**src/rtl/rr_chan_mux_pkg.sv**
```systemverilog
// rr_chan_mux shared definitions:
// mode encoding and index-width helper.
package rr_chan_mux_pkg;

  localparam logic MODE_FIXED = 1'b0;
  localparam logic MODE_RR    = 1'b1;

  function automatic int clog2(input int n);
    int r;
    r = 0;
    for (int v = 1; v < n; v = v * 2)
      r++;
    return (r < 1) ? 1 : r;
  endfunction

endpackage

```
**src/rtl/rr_arbiter.sv**
```systemverilog
// Combinational round-robin arbiter:
// lowest wrapped distance from ptr wins.
module rr_arbiter
  import rr_chan_mux_pkg::*;
#(
  parameter  int NCH  = 4,
  localparam int SELW = clog2(NCH)
) (
  input  logic [SELW-1:0] ptr,
  input  logic [NCH-1:0]  req,
  output logic [NCH-1:0]  gnt,
  output logic [SELW-1:0] idx,
  output logic            any
);

  int d;
  int best;

  always_comb begin
    gnt  = '0;
    idx  = '0;
    any  = 1'b0;
    d    = 0;
    best = NCH;
    for (int i = 0; i < NCH; i++) begin
      // distance wraps at NCH, not 2^SELW
      d = i - int'(ptr);
      if (d < 0)
        d = d + NCH;
      if (req[i] && d < best) begin
        best   = d;
        gnt    = '0;
        gnt[i] = 1'b1;
        idx    = SELW'(i);
        any    = 1'b1;
      end
    end
  end

endmodule

```
**src/rtl/rr_chan_mux.sv**
```systemverilog
// N-channel registered selector with fixed
// and round-robin modes, valid/ready on all sides.
module rr_chan_mux
  import rr_chan_mux_pkg::*;
#(
  parameter  int WIDTH = 4,
  parameter  int NCH   = 4,
  localparam int SELW  = clog2(NCH)
) (
  input  logic                 clk,
  input  logic                 rst_n,
  input  logic                 mode,
  input  logic [SELW-1:0]      sel,
  input  logic [NCH-1:0]       in_valid,
  input  logic [NCH*WIDTH-1:0] in_data,
  output logic [NCH-1:0]       in_ready,
  output logic                 out_valid,
  output logic [WIDTH-1:0]     out_data,
  output logic [SELW-1:0]      out_ch,
  input  logic                 out_ready
);

  localparam logic S_EMPTY = 1'b0;
  localparam logic S_FULL  = 1'b1;

  logic             state;
  logic [SELW-1:0]  ptr;
  logic [NCH-1:0]   rr_gnt;
  logic [NCH-1:0]   fx_gnt;
  logic [NCH-1:0]   gnt;
  logic [SELW-1:0]  rr_idx;
  logic [SELW-1:0]  gidx;
  logic             rr_any;
  logic             any;
  logic             load_en;
  logic [WIDTH-1:0] gdata;

  rr_arbiter #(
    .NCH (NCH)
  ) u_arb (
    .ptr (ptr),
    .req (in_valid),
    .gnt (rr_gnt),
    .idx (rr_idx),
    .any (rr_any)
  );

  // out-of-range sel matches no channel
  always_comb begin
    fx_gnt = '0;
    for (int i = 0; i < NCH; i++)
      fx_gnt[i] = in_valid[i] && (sel == SELW'(i));
  end

  assign gnt  = (mode == MODE_RR) ? rr_gnt : fx_gnt;
  assign gidx = (mode == MODE_RR) ? rr_idx : sel;
  assign any  = (mode == MODE_RR) ? rr_any : |fx_gnt;

  always_comb begin
    gdata = '0;
    for (int i = 0; i < NCH; i++)
      if (gnt[i])
        gdata = in_data[i*WIDTH +: WIDTH];
  end

  assign out_valid = (state == S_FULL);
  assign load_en   = !out_valid || out_ready;
  assign in_ready  = (rst_n && load_en) ? gnt : '0;

  always_ff @(posedge clk or negedge rst_n) begin
    if (!rst_n) begin
      state    <= S_EMPTY;
      out_data <= '0;
      out_ch   <= '0;
      ptr      <= '0;
    end else if (load_en) begin
      state <= any ? S_FULL : S_EMPTY;
      if (any) begin
        out_data <= gdata;
        out_ch   <= gidx;
        if (mode == MODE_RR)
          ptr <= (gidx == SELW'(NCH-1)) ? '0 : gidx + 1'b1;
      end
    end
  end

endmodule

```
**config.mk**
```make
export PLATFORM = sky130hd
export DESIGN_NAME = rr_chan_mux
export DESIGN_NICKNAME = d
export VERILOG_FILES = /design/src/rtl/rr_chan_mux_pkg.sv /design/src/rtl/rr_arbiter.sv /design/src/rtl/rr_chan_mux.sv
export SDC_FILE = /design/constraint.sdc
export NUM_CORES = 1
export LEC_CHECK = 0
export BUFFER_PORTS_ARGS = -buffer_cell sky130_fd_sc_hd__buf_2
export CAP_MARGIN = 30
export CELL_PAD_IN_SITES_DETAIL_PLACEMENT = 0
export CELL_PAD_IN_SITES_GLOBAL_PLACEMENT = 2
export CORE_UTILIZATION = 27
export CTS_BUF_LIST = sky130_fd_sc_hd__clkbuf_4
export DETAILED_ROUTE_END_ITERATION = 12
export PLACE_DENSITY = 0.92
export SLEW_MARGIN = 15
export SYNTH_ARGS = -nofsm -noshare
export SYNTH_HDL_FRONTEND = slang
export SYNTH_HIERARCHICAL = 1
export SYNTH_SLANG_ARGS = --single-unit
```
**constraint.sdc**
```tcl
create_clock -name clk -period 3.41 [get_ports clk]
set_clock_uncertainty 0.05 [all_clocks]
set_input_delay 0 -clock clk [delete_from_list [all_inputs] [get_ports clk]]
set_output_delay 0 -clock clk [all_outputs]
set_load 0.1 [all_outputs]
```
==> impl_metrics.tcl <==
set metrics [dict create \
    htreeDepth 1 \
    status "finished with violations" \
    hold_class "in -> reg" \
    drc 0 \
    setup_viol 2 \
    cp_max_fo 5 \
    period_minus_slack_ns 3.443 \
    clk_pin_slew_worst_paths_ns 0.07 \
    timing.fmax_mhz 290.4 \
    final_cell_mix "32 x buf_2, 21 x nand2_1, 11 x buf_4, 7 x dfrtp_1" \
    critPathCaptureType "output port" \
    grt_antenna_before_repair 0 \
    clock_sinks 9 \
    final_nets 192 \
    initial_utilization 0.2904 \
    final_util 0.4588 \
    slew_viol_final 0 \
    die_h_microns 60 \
    clock_path_buffers 2 \
    synthesis.nets 141 \
    ys_seq_area_frac 0.2479 \
    avgViaCountPerCell 4.947 \
    place.gp.congestion 0.7654 \
    cp-start-kind "flop" \
    avgSynthCellArea_sq_um 8.039 \
    relSlewSlack 0.6344 \
    grt_overflow 0 \
    cts_tree "built" \
    dp_hpwl_mm 2.083 \
    postRouteWirelength_mm 2.813 \
    rows 20 \
    grt_pass1_wl_mm 4.360 \
    io-pin-count 37 \
    drt-initial-drc-count 50 \
    synth_area_sq_um 908.4 \
    violations "setup timing" \
    grt_start_max_net_pins 13 \
    diodes 0 \
    dieWidth_microns 60 \
    rsz0062_at_grt "true" \
    power_w 0.001283 \
    synth_cells 113 \
    die_area_sq_um 3600 \
    critPathArrivalTime_ns 3.39 \
    setup_slack_ns -0.03336 \
    vias 1024 \
    fillCellCount 311 \
    mostFrequentLayoutCell "buf_2" \
    worstMarginPinSlew_ns 0.5484 \
    finalHoldViolations 0 \
    critical_path_required_ns 3.36 \
    critPathKind "reg -> out" \
    drive_above_1_share 0.4969 \
    clk_latency_ns 0.27 \
    cts_root_buffer "clkbuf_4" \
    leakage_nw 0.6320 \
    dr.pass1.iters 4 \
    syn_to_final_growth_pct 57.99 \
    maxCapViolations 0 \
    portBuffers 36 \
    power_density_nw_per_um2 893.7 \
    synth_warnings 6 \
    ys_seq_elements 9 \
    peakVddDrop_mv 0.5283 \
    wire_per_inst_microns 13.59 \
    synthDistinctLibCells 41 \
    cts_buffers 3 \
    core-area_sq_um 3128 \
    grt_pass1_vias 984 \
    final.period_utilization 1.010 \
    grt_use_total 0.1614 \
    final_antenna_net_count 0 \
]
## worst paths after layout
path	from	to	slack, ns	cells past startpoint
hold reg to reg	out_data[0]	out_data[0]	0.47	1
min in group asynchronous	rst_n	out_data[2]	0.10	2
setup / recovery	ptr[0]	in_ready[0]	-0.03	17
hold / removal	in_data[12]	out_data[0]	0.02	4
max in group asynchronous	rst_n	ptr[1]	2.98	2
setup reg to reg	ptr[0]	out_data[0]	0.03	17
## worst max-delay path: stages (launching register included)
cell	delay [ns]
dfrtp_2	0.44
nor3b_2	0.16
o21a_1	0.22
a31oi_4	0.19
ha_4	0.19
o22ai_4	0.07
o21ai_2	0.18
nor2_1	0.07
a21o_1	0.19
ha_4	0.28
nand2b_1	0.05
a22o_1	0.23
and2_4	0.17
nor2_4	0.08
nand2_2	0.06
o41ai_4	0.09
and3_4	0.28
buf_12	0.17
## power breakdown
group / leakage [nW] / switching (W) / internal (W)
combinational: 0.512 / 0.000592 / 0.000411
sequential: 0.102 / 0.0000354 / 0.000150
clock: 0.0184 / 0.0000414 / 0.0000532
## through the flow
step           instances  area (sq um)   TNS [ns]  setup slack (ns)  hold slack, ns
2_1_floorplan        113         917.1   -0.03932          -0.03932         -0.3456
4_1_cts              202          1343          0         0.0009019         0.02030
3_5_place_dp         195          1216  -0.004653         -0.004653         -0.1649
5_1_grt              207          1435     -1.359           -0.2097         0.05068
6_report             207          1435   -0.05912          -0.03336         0.01569
3_3_place_gp         195          1216          0           0.08676         -0.1740
## state kept, by name (all words and copies together) (netlist names)
name / cells
out_ch: 2
ptr: 2
out_valid: 1
out_data: 4
## cells in the mapped netlist
cell / n / share of area
nand2_2: 1 / 0.0069
and3_1: 2 / 0.014
o21a_1: 1 / 0.0083
and2b_4: 1 / 0.011
nand4_1: 4 / 0.028
or2_2: 1 / 0.0069
o211ai_2: 2 / 0.028
buf_6: 3 / 0.037
nand3b_4: 1 / 0.022
a21oi_2: 1 / 0.0096
o41ai_2: 1 / 0.018
o21ai_0: 4 / 0.022
nor2b_1: 3 / 0.021
nand3_1: 2 / 0.011
and2_4: 1 / 0.0096
a21boi_1: 1 / 0.0083
xnor2_1: 1 / 0.0096
inv_1: 5 / 0.021
a21o_1: 1 / 0.0083
mux4_2: 1 / 0.025
nand2b_1: 3 / 0.021
o22a_1: 4 / 0.039
nor3_1: 2 / 0.011
o211ai_1: 3 / 0.025
o21ai_2: 1 / 0.0096
mux2i_1: 3 / 0.033
a32oi_1: 1 / 0.0096
o22ai_1: 1 / 0.0069
nand3b_1: 2 / 0.017
dfrtp_1: 9 / 0.25
nand2_1: 23 / 0.095
or2_0: 1 / 0.0069
nor3b_1: 1 / 0.0083
a31oi_1: 1 / 0.0069
nor2_1: 7 / 0.029
or2b_1: 1 / 0.0083
ha_1: 2 / 0.028
a22o_1: 1 / 0.0096
a21oi_1: 8 / 0.044
nand4b_1: 1 / 0.0096
nand4bb_1: 1 / 0.012
## per-layer routing
layer	wire (microns)	global-route usage	up-vias
li1	-	-	510
met5	0	0	-
met3	123	0.02165	4
met1	1317	0.2275	487
met2	1343	0.2540	23
met4	28	0.04983	0
## repair_timing
| item | CTS | global route |
|---|---|---|
| gates resized for setup | 10 | 14 |
| endpoints found under the hold margin | 9 | 0 |
| setup endpoints to repair | 5 | 8 |
| pin swaps | 1 | 12 |
| hold buffers | 1 | 0 |
| buffers inserted | 2 | 5 |
## cell families (layout without fill, tap and decap cells)
group,after synthesis,after routing,synth area share
and+or+nand+nor,58,58,0.3471
DFF,9,9,0.2479
adders and majority gates,2,2,0.02754
AOI/OAI and AO/OA,31,31,0.2521
muxes,4,4,0.05785
buffers and inverters,8,58,0.05785
xor gates and xnor gates,1,1,0.009644
## area by class of cell
| type | instances | area [sq um] | area share |
|---|---|---|---|
| sequential | 9 | 227.7 | 0.1587 |
| inverter | 5 | 18.77 | 0.01308 |
| timing repair buffer | 49 | 344.1 | 0.2398 |
| clock buffer | 4 | 30.03 | 0.02092 |
| tap | 44 | 55.05 | 0.03836 |
| multi-input combinational | 96 | 759.5 | 0.5292 |
Note: power is estimated with default switching activity, not from simulation.
